[src/rtl/pb_enc_pkg.sv]
// Shared types and constants for the protobuf scalar encode path.
package pb_enc_pkg;

  typedef enum logic [1:0] {
    ENC_UINT64 = 2'd0,
    ENC_SINT32 = 2'd1,
    ENC_SINT64 = 2'd2,
    ENC_INT32  = 2'd3
  } enc_type_e;

  localparam int unsigned VARINT_MAX_BYTES = 10;

  typedef enum logic {
    S_IDLE = 1'b0,
    S_EMIT = 1'b1
  } state_e;

endpackage

[src/rtl/varint_len.sv]
// LEB128 byte count of a 64-bit value: the highest non-zero 7-bit group sets the length.
module varint_len
  import pb_enc_pkg::*;
#(
  parameter int unsigned N_GROUPS = VARINT_MAX_BYTES
) (
  input  logic [63:0] i_value,
  output logic [3:0]  o_len
);

  logic [N_GROUPS-1:1] w_grp_nz;

  always_comb begin
    w_grp_nz = '0;
    for (int unsigned i = 1; i < N_GROUPS; i++) begin
      w_grp_nz[i] = |((i_value >> (7 * i)) & 64'h7F);
    end
  end

  // Ascending scan so the highest non-zero group wins; zero still needs one byte.
  always_comb begin
    o_len = 4'd1;
    for (int unsigned i = 1; i < N_GROUPS; i++) begin
      if (w_grp_nz[i]) o_len = 4'(i + 1);
    end
  end

endmodule

[src/rtl/varint_field_serializer.sv]
// Zigzag/sign-extend transform of one scalar field, then LEB128 emission one byte per cycle.
module varint_field_serializer
  import pb_enc_pkg::*;
#(
  parameter int unsigned CNT_W     = 32,
  parameter int unsigned MAX_BYTES = VARINT_MAX_BYTES
) (
  input  logic             clk,
  input  logic             rst_n,
  input  logic             in_valid,
  output logic             in_ready,
  input  logic [63:0]      in_data,
  input  logic [1:0]       in_type,
  output logic             out_valid,
  input  logic             out_ready,
  output logic [7:0]       out_byte,
  output logic             out_last,
  output logic [3:0]       out_len,
  output logic             busy,
  input  logic             cnt_clr,
  output logic [CNT_W-1:0] byte_cnt
);

  state_e             r_state;
  state_e             w_state_nxt;
  logic [63:0]        r_sr;
  logic [3:0]         r_rem;
  logic [3:0]         r_out_len;
  logic [CNT_W-1:0]   r_byte_cnt;
  logic [63:0]        w_xform;
  logic [3:0]         w_len;
  logic               w_accept;
  logic               w_fire;
  logic               w_last_byte;

  always_comb begin
    w_xform = in_data;
    unique case (enc_type_e'(in_type))
      ENC_UINT64: w_xform = in_data;
      ENC_SINT32: w_xform = {32'd0, (in_data[31:0] << 1) ^ {32{in_data[31]}}};
      ENC_SINT64: w_xform = (in_data << 1) ^ {64{in_data[63]}};
      ENC_INT32:  w_xform = {{32{in_data[31]}}, in_data[31:0]};
    endcase
  end

  varint_len #(
    .N_GROUPS (MAX_BYTES)
  ) u_len (
    .i_value (w_xform),
    .o_len   (w_len)
  );

  assign w_last_byte = (r_rem == 4'd1);
  assign w_accept    = in_valid && in_ready;
  assign w_fire      = out_valid && out_ready;

  always_ff @(posedge clk or negedge rst_n) begin
    if (!rst_n) r_state <= S_IDLE;
    else        r_state <= w_state_nxt;
  end

  always_comb begin
    w_state_nxt = r_state;
    unique case (r_state)
      S_IDLE: if (in_valid) w_state_nxt = S_EMIT;
      S_EMIT: if (out_ready && w_last_byte && !in_valid) w_state_nxt = S_IDLE;
    endcase
  end

  always_comb begin
    in_ready  = 1'b0;
    out_valid = 1'b0;
    out_byte  = '0;
    out_last  = 1'b0;
    busy      = 1'b0;
    unique case (r_state)
      S_IDLE: in_ready = 1'b1;
      S_EMIT: begin
        in_ready  = w_last_byte && out_ready;
        out_valid = 1'b1;
        out_byte  = {(r_rem > 4'd1), r_sr[6:0]};
        out_last  = w_last_byte;
        busy      = 1'b1;
      end
    endcase
  end

  // A new field loaded on the final handshake takes priority over the shift.
  always_ff @(posedge clk or negedge rst_n) begin
    if (!rst_n) begin
      r_sr      <= '0;
      r_rem     <= '0;
      r_out_len <= '0;
    end else if (w_accept) begin
      r_sr      <= w_xform;
      r_rem     <= w_len;
      r_out_len <= w_len;
    end else if (w_fire) begin
      r_sr  <= r_sr >> 7;
      r_rem <= r_rem - 4'd1;
    end
  end

  always_ff @(posedge clk or negedge rst_n) begin
    if (!rst_n)                    r_byte_cnt <= '0;
    else if (cnt_clr)              r_byte_cnt <= '0;
    else if (w_fire && (r_byte_cnt != '1)) r_byte_cnt <= r_byte_cnt + CNT_W'(1);
  end

  assign out_len  = r_out_len;
  assign byte_cnt = r_byte_cnt;

endmodule

[config.mk]
export PLATFORM = sky130hd
export DESIGN_NAME = varint_field_serializer
export DESIGN_NICKNAME = d
export VERILOG_FILES = /design/src/rtl/pb_enc_pkg.sv /design/src/rtl/varint_len.sv /design/src/rtl/varint_field_serializer.sv
export SDC_FILE = /design/constraint.sdc
export NUM_CORES = 1
export LEC_CHECK = 0
export CAP_MARGIN = 20
export CORE_ASPECT_RATIO = 2
export CORE_UTILIZATION = 49
export DETAILED_ROUTE_END_ITERATION = 8
export PLACE_DENSITY = 0.83
export SLEW_MARGIN = 20
export SYNTH_ARGS = -nofsm -noshare
export SYNTH_HDL_FRONTEND = slang
export SYNTH_SLANG_ARGS = --single-unit
[constraint.sdc]
create_clock -name clk -period 2.5 [get_ports clk]
set_input_delay 0.5 -clock clk [delete_from_list [all_inputs] [get_ports clk]]
set_output_delay 0.5 -clock clk [all_outputs]
set_load 0.05 [all_outputs]
==> out/qor.txt, run 1 <==
CLOCK NETWORK
---------------------------------------------------------------------------------
Post-cts hold buffer count                                                      0
Maximum count of clock buffers along a single path                              2
Clock root buffer                                                       clkbuf_16
Number of buffers inserted during clock tree synthesis                          9
Number of levels in the clock H-tree                                            3
Source-to-sink clock delay at the later pin of the worst-skew pair        0.35 ns
TritonCTS clock tree                                                        built
Setup bufs post-CTS                                                             0
Clock tree sinks                                                              105
Clock Pin Slew Worst Setup and Hold Paths                                 0.07 ns

LAYOUT
---------------------------------------------------------------------------------
# fillers                                                                   1,061
Total area of multi-input combinational cells                            4070 µm²
Layout cells sized above 1                                                  0.190
Register Area                                                            2630 µm²
Count of non-filler cells in the finished layout                            1,254
Net count of the finished layout                                            1,133
Layout Area Growth over Synthesis                                           39.0%

LOGIC SYNTHESIS
---------------------------------------------------------------------------------
Distinct cell type count of the synthesized netlist                            55
Avg Cell Area, Syn                                                       8.07 µm²
Share of flip-flops with an asynchronous set or reset                        1.00
Post-synthesis cell type with the largest combined area                   dfrtp_1
Most frequent cells after synthesis                                  nand2_1 (126), nor2_1 (109), dfrtp_1 (105)
Number of flip-flops and latches in the synthesized netlist                   105
Top flip-flop cell by instance count after synthesis                      dfrtp_1
Count leader, synth                                                       nand2_1
Number of flops mapped to enable cells by yosys                                 0
Post-synthesis instance area                                             6910 µm²
Warnings from Yosys                                                             0
Sequential fraction of the synthesis area                                   0.381
Count of mapped cells out of synthesis                                        856
Post-synthesis net count                                                      930
Main area contributors after synthesis                               dfrtp_1 (38%), nand2_1 (6.8%), xnor2_1 (6.0%), nor2_1 (5.9%), o21ai_0 (5.1%)
Area share of the leading cell type in the synthesized netlist              0.381

SETUP PATH
---------------------------------------------------------------------------------
Data arrival, critical path                                               2.73 ns
Critical path required time                                               2.79 ns
Critical register-to-register path startpoint                        byte_cnt[10]
Startpoint class of the critical path                                   input pin
Cell Chain, Critical Path                                            clkdlybuf4s50_1 > xor2_1 > mux2i_1 > o21ai_0 > or3_1 > nand2b_1 > a311o_1 > nand2_1
Crit path max fanout                                                            3
Beginning of the critical path                                        in_data[50]
Sum of buffers and inverters on the critical path                               1
Slowest cell on the critical path                                    clkdlybuf4s50_1
Kind of cell adding the most delay to the critical path              simple AND/OR/NAND/NOR gates
Kind of end point of the critical path                                  flip-flop
Critical path's largest stage delay                                       0.52 ns
Start-to-end type of the worst setup path                            input pin to flip-flop

DIE
---------------------------------------------------------------------------------
Placement Rows                                                                 61
Placeable core region                                                  13,800 µm²
Number of top-level pins                                                      119
Overall die area                                                       14,600 µm²
Horizontal die dimension                                                  85.9 µm
Effective utilization at floorplan                                          0.500
Y dimension of the die                                                     170 µm

DRT
---------------------------------------------------------------------------------
Routed Wire Length                                                      22,600 µm
Post-detailed-route wirelength per cell                                   18.0 µm
Average vias per placed instance                                             5.89
Number of antenna-violating nets in the routed design                           0
Remaining design rule violation count                                           0
Initial DRC count                                                             519
DRT Pass-1 Iters                                                                5
Vias                                                                        7,388

STA
---------------------------------------------------------------------------------
Setup violation total in the final timing report                                0
Max Freq                                                                0.409 GHz
Setup TNS                                                                    0 ns
Period utilization                                                          0.977
Clock Skews                                                            0.00755 ns
Pin slew with the least headroom to its limit                            0.827 ns
Headroom to the max-slew limit                                              0.443
Min Hold Slack                                                          0.0478 ns
Max-slew violation count                                                        0
Minimum period implied by the final worst setup slack                     2.44 ns
Count of final hold-check violations                                            0

GRT
---------------------------------------------------------------------------------
Global routing usage on met3                                               0.0485
Global Route met2 Usage                                                     0.608
Initial antenna violation count                                                 1
Overall fraction of global-route tracks in use                              0.318
Most Used Layer, Global Route                                                met2
Global-route wire length before repair                                  35,500 µm
Grt ovf                                                                         0
GRT met1 Usage                                                              0.267
Vias in the first global route                                              7,433
Largest net degree at the start of global routing                              55

PWR
---------------------------------------------------------------------------------
Sw Pwr                                                                    2.43 mW
Part of the power in registers                                              0.375
Internal Pwr Total                                                        4.05 mW
Clock power share                                                           0.232
Static leakage power                                                      3.92 nW
Combinational Power Share                                                   0.392
Switching share of power                                                    0.375
Peak supply drop                                                         0.455 mV
Areal power density over the cells                                     676 nW/µm²

PLACE
---------------------------------------------------------------------------------
Number of port buffers                                                        118
Inst Count DP                                                               1,237
Gp weighted congestion                                                      0.965
HPWL after detailed placement                                           17,500 µm

OUTCOME
---------------------------------------------------------------------------------
Outcome                                                              finished, final reports clean

FLOW RUN
---------------------------------------------------------------------------------
Reported max-cap violation count                                                0

HOLD PATH
---------------------------------------------------------------------------------
Path type of the worst min-delay path                                input pin to async pin

-- stage by stage --
stage | setup WS (ns) | total power [mW] | cell area (µm²) | util
5_1_grt | -0.0331 | 6.83 | 9600 | 0.695
4_1_cts | 0.00514 | 6.49 | 9540 | 0.691
3_5_place_dp | -0.699 | 4.96 | 9170 | 0.664
3_3_place_gp | -0.559 | 4.86 | 9170 | 0.664
6_report | 0.0574 | 6.48 | 9600 | 0.695
2_1_floorplan | 0.0686 | 3.92 | 6910 | -
-- cells in the final DEF, fill, tap and decap left out, types with 6 or more instances in the layout --
cell,Yosys,layout
buf_4,7,144
nand2_1,126,126
nor2_1,109,107
dfrtp_1,105,105
clkdlybuf4s50_1,0,103
o21ai_0,71,71
xnor2_1,47,47
a21oi_1,46,44
xor2_1,38,38
o221ai_1,26,23
a31oi_1,20,20
nor3_1,18,17
nand4_1,16,16
o22ai_1,16,15
a22oi_1,14,14
and2_1,9,9
inv_1,9,9
nand3_1,9,9
clkbuf_16,0,9
or3_1,8,8
and3_1,7,7
a211oi_1,7,7
a221oi_2,0,7
mux2i_1,7,7
buf_12,0,7
a311oi_1,7,6
a221oi_1,13,6
-- worst paths after layout --
check	to	slack [ns]	cells after the start
max reg2reg	byte_cnt[5]	0.21	10
min in group clk	r_sr[42]	0.47	2
max in group asynchronous	r_rem[1]	1.75	2
max	out_len[2]	0.06	8
min	byte_cnt[12]	0.05	1
min reg2reg	r_sr[42]	0.47	2
-- metal layers --
layer	up-vias	routed length [µm]
li1	3460	-
met3	141	933
met4	0	2420
met2	301	12300
met5	-	0
met1	3486	6940
-- final cells by class --
type,instances,share of cell area
Tap cell,189,0.0246
Antenna cell,1,0.000261
Clock inverter,5,0.00730
Multi-Input combinational cell,672,0.424
Clock buffer,11,0.0263
Timing Repair Buffer,260,0.240
Inverter,11,0.00430
Sequential cell,105,0.274
-- repair_timing --
| action | 4_1_cts | 5_1_grt |
|---|---|---|
| pin swaps | 1 | 3 |
| setup endpoints to repair | 8 | 8 |
| resized for setup | 13 | 10 |
| endpoints found under the hold margin | 0 | 0 |
-- registers in the layout (all words and copies together) (netlist names) --
register / flops
r_sr: 64
byte_cnt: 32
out_len: 4
r_rem: 4
r_state: 1
-- power groups by stage --
stage          Combinational [mW]  Clock (mW)  Sequential, mW
3_5_place_dp                 2.50           0            2.46
2_1_floorplan                1.45           0            2.48
6_report                     2.55        1.51            2.43
5_1_grt                      2.76        1.60            2.47
4_1_cts                      2.53        1.53            2.43
3_3_place_gp                 2.43           0            2.43
-- logic make-up (layout without fill, tap and decap cells) --
family / count (synthesis) / count (layout) / synth area share
adder cells (fa/ha/maj): 3 / 3 / 0.00544
XOR/XNOR: 85 / 85 / 0.108
multiplexers: 7 / 7 / 0.0101
other: 0 / 1 / 0
flip-flops: 105 / 105 / 0.381
AND/OR/NAND/NOR: 325 / 325 / 0.210
AO/OA/AOI/OAI: 252 / 252 / 0.238
buffers and inverters: 79 / 287 / 0.0478
Note: power is estimated with default switching activity, not from simulation.
==> run 2, diff against run 1 <==
--- a/config.mk
+++ b/config.mk
@@ -6,10 +6,12 @@
 export NUM_CORES = 1
 export LEC_CHECK = 0
 export CAP_MARGIN = 20
+export CELL_PAD_IN_SITES_DETAIL_PLACEMENT = 0
+export CELL_PAD_IN_SITES_GLOBAL_PLACEMENT = 1
 export CORE_ASPECT_RATIO = 2
-export CORE_UTILIZATION = 49
+export CORE_UTILIZATION = 40
 export DETAILED_ROUTE_END_ITERATION = 8
-export PLACE_DENSITY = 0.83
+export PLACE_DENSITY = 0.89
 export SLEW_MARGIN = 20
 export SYNTH_ARGS = -nofsm -noshare
 export SYNTH_HDL_FRONTEND = slang
==> constraint.sdc (replaced) <==
create_clock -name clk -period 2.5 [get_ports clk]
set_input_delay 0.25 -clock clk [delete_from_list [all_inputs] [get_ports clk]]
set_output_delay 0.25 -clock clk [all_outputs]
set_load 0.05 [all_outputs]
==> run 2 against run 1 <==
Compared with the run above: final area shrank 1.6%; sequential share of layout area increased by 0.44 points; first-iteration DRC count decreased by 29%; non-clock buffer count fell by 15; die area up 22%; largest power group unchanged.
==> out/qor.txt, run 2 (synthesized netlist as in run 1, its figures left out) <==
GRT
-------------------------------------------------------------------------------------
Largest net degree at the start of global routing                                  58   was 55
Overall fraction of global-route tracks in use                                  0.255   was 0.318
Grt ovf                                                                             0   unchanged
Initial antenna violation count                                                     0   was 1
Global-route wire length before repair                                      34,700 µm   was 35,500 µm
Vias in the first global route                                                  6,891   was 7,433

LAYOUT
-------------------------------------------------------------------------------------
Net count of the finished layout                                                1,118   was 1,133
Commonest cells after routing, fill and taps aside                       nand2_1 (126), buf_4 (122), clkdlybuf4s50_1 (111), nor2_1 (108), dfrtp_1 (105)   was buf_4 (144), nand2_1 (126), nor2_1 (107), dfrtp_1 (105), clkdlybuf4s50_1 (103)
Post-route design area                                                       9450 µm²   was 9600 µm²
Layout cells sized above 1                                                      0.157   was 0.190
Most frequent standard cell in the layout excluding fill and tap cells        nand2_1   was buf_4
Max FFs per register                                                               64   unchanged
Count of non-filler cells in the finished layout                                1,256   was 1,254
Largest Register                                                                 r_sr   unchanged
Layout Area Growth over Synthesis                                               36.8%   was 39.0%
# fillers                                                                       1,635   was 1,061
Post-layout utilization of the core                                             0.561   was 0.695
Total inserted antenna cells                                                        0   was 1

HOLD PATH
-------------------------------------------------------------------------------------
Path type of the worst min-delay path                                    input pin to async pin   unchanged

CLOCK NETWORK
-------------------------------------------------------------------------------------
Clock tree sinks                                                                  105   unchanged
Source-to-sink clock delay at the later pin of the worst-skew pair            0.35 ns   about the same
Number of levels in the clock H-tree                                                3   unchanged
Maximum count of clock buffers along a single path                                  2   unchanged
TritonCTS clock tree                                                            built   unchanged
Clock Pin Slew Worst Setup and Hold Paths                                     0.07 ns   about the same
Number of buffers inserted during clock tree synthesis                              9   unchanged
Clock root buffer                                                           clkbuf_16   unchanged

DIE
-------------------------------------------------------------------------------------
Number of top-level pins                                                          119   unchanged
Y dimension of the die                                                         188 µm   was 170 µm
Horizontal die dimension                                                      94.9 µm   was 85.9 µm
Overall die area                                                           17,800 µm²   was 14,600 µm²
Placeable core region                                                      16,800 µm²   was 13,800 µm²
Placement Rows                                                                     67   was 61
Effective utilization at floorplan                                              0.410   was 0.500

STA
-------------------------------------------------------------------------------------
Setup violation total in the final timing report                                    0   unchanged
Minimum period implied by the final worst setup slack                         2.32 ns   was 2.44 ns
Setup TNS                                                                        0 ns   unchanged
Max Freq                                                                    0.431 GHz   was 0.409 GHz
Pin slew with the least headroom to its limit                                0.755 ns   was 0.827 ns
Min Hold Slack                                                               0.356 ns   was 0.0478 ns
Period utilization                                                              0.929   was 0.977
Headroom to the max-slew limit                                                  0.495   was 0.443
RSZ-0062 raised after global routing                                               no
Clock Skews                                                                0.00836 ns   was 0.00755 ns
Max-slew violation count                                                            0   unchanged
Slack of the critical path                                                   0.179 ns   was 0.0574 ns
Count of final hold-check violations                                                0   unchanged

SETUP PATH
-------------------------------------------------------------------------------------
Crit path max fanout                                                               13   was 3
Start-to-end type of the worst setup path                                input pin to flip-flop   unchanged
Cell Chain, Critical Path                                                dlygate4sd2_1 > buf_4 > and3_1 > buf_12 > a221oi_1 > nand4_1 > nor3_1 > nand2b_1 > a311o_1 > nand2_1   was clkdlybuf4s50_1 > xor2_1 > mux2i_1 > o21ai_0 > or3_1 > nand2b_1 > a311o_1 > nand2_1
Slowest cell on the critical path                                             a311o_1   was clkdlybuf4s50_1
Data arrival, critical path                                                   2.61 ns   was 2.73 ns
Critical path required time                                                   2.79 ns   about the same
Sum of buffers and inverters on the critical path                                   3   was 1
Startpoint class of the critical path                                       input pin   unchanged
Kind of cell adding the most delay to the critical path                  simple AND/OR/NAND/NOR gates   unchanged
Kind of end point of the critical path                                      flip-flop   unchanged
Critical path's largest stage delay                                           0.39 ns   was 0.52 ns

DRT
-------------------------------------------------------------------------------------
Routed Wire Length                                                          22,200 µm   was 22,600 µm
Remaining design rule violation count                                               0   unchanged
Initial DRC count                                                                 368   was 519
Post-detailed-route wirelength per cell                                       17.7 µm   was 18.0 µm
Average vias per placed instance                                                 5.68   was 5.89
DRT Pass-1 Iters                                                                    5   unchanged
Vias                                                                            7,134   was 7,388
Number of antenna-violating nets in the routed design                               0   unchanged

PWR
-------------------------------------------------------------------------------------
Areal power density over the cells                                         678 nW/µm²   was 676 nW/µm²
Static leakage power                                                          3.84 nW   was 3.92 nW
Peak supply drop                                                             0.396 mV   was 0.455 mV
Post-route total power                                                        6.40 mW   was 6.48 mW

OUTCOME
-------------------------------------------------------------------------------------
Outcome                                                                  finished, final reports clean   unchanged

PLACE
-------------------------------------------------------------------------------------
Gp weighted congestion                                                          0.948   was 0.965
Number of port buffers                                                            118   unchanged
DP Area                                                                      9090 µm²   was 9170 µm²
Worst Setup Slack post-DPL                                                  -0.448 ns   was -0.699 ns
HPWL after detailed placement                                               17,300 µm   was 17,500 µm
Inst Count DP                                                                   1,238   was 1,237

FLOW RUN
-------------------------------------------------------------------------------------
Reported max-cap violation count                                                    0   unchanged

## run 2: path summary, 6_finish.rpt
path	from	end	slack (ns)	cells past startpoint
max	in_type[0]	r_rem[2]	0.18	10
max in group asynchronous	rst_n	byte_cnt[2]	1.50	3
min reg2reg	r_sr[46]	r_sr[46]	0.48	2
min in group clk	r_sr[46]	r_sr[46]	0.48	2
min	rst_n	byte_cnt[26]	0.36	2
max reg2reg	byte_cnt[24]	byte_cnt[18]	0.30	8
## run 2: final cells by class
cell class,instances,area (µm²),share of cell area
multi-input cells,672,4000,0.423
flip-flops and latches,105,2630,0.278
repair buffers,245,2210,0.234
well taps,207,259,0.0274
clock buffers,11,243,0.0257
clock inverters,5,70.1,0.00742
inverters,11,41.3,0.00437
## run 2: timing repair
action                                  4_1_cts  5_1_grt
gates resized for setup                       2        7
endpoints found under the hold margin        24        0
hold buffers                                  1        0
endpoints found under the setup margin        8        8
pin swaps                                     1        1
setup buffers                                 0        1
## run 2: worst reg2reg max path: cells and delay by family, from the launching register on
family | cells | cell delay, ns
AO/OA/AOI/OAI | 1 | 0.30
flip-flops | 1 | 0.44
AND/OR/NAND/NOR | 6 | 1.21
XOR/XNOR | 1 | 0.12
## run 2: layer usage
metal | wire [µm] | up-vias | GRT usage | part of all wire
met4 | 1400 | 0 | 0.150 | 0.063
met2 | 12700 | 194 | 0.501 | 0.57
met1 | 7450 | 3444 | 0.237 | 0.34
met5 | 0 | - | 0 | 0
li1 | - | 3429 | - | -
met3 | 656 | 67 | 0.0324 | 0.030
## run 2: report_power, final
group	switching (mW)	internal, mW	leakage (nW)
Combinational	1.44	1.03	2.32
Sequential	0.285	2.15	1.36
Clock	0.671	0.825	0.154
Total	2.39	4.01	3.84
==> run 3, diff against run 2 <==
--- a/config.mk
+++ b/config.mk
@@ -5,7 +5,7 @@
 export SDC_FILE = /design/constraint.sdc
 export NUM_CORES = 1
 export LEC_CHECK = 0
-export CAP_MARGIN = 20
+export CAP_MARGIN = 10
 export CELL_PAD_IN_SITES_DETAIL_PLACEMENT = 0
 export CELL_PAD_IN_SITES_GLOBAL_PLACEMENT = 1
 export CORE_ASPECT_RATIO = 2
==> results of run 3 <==
No change in the layout: final DEF, timing and power equal those of run 2.
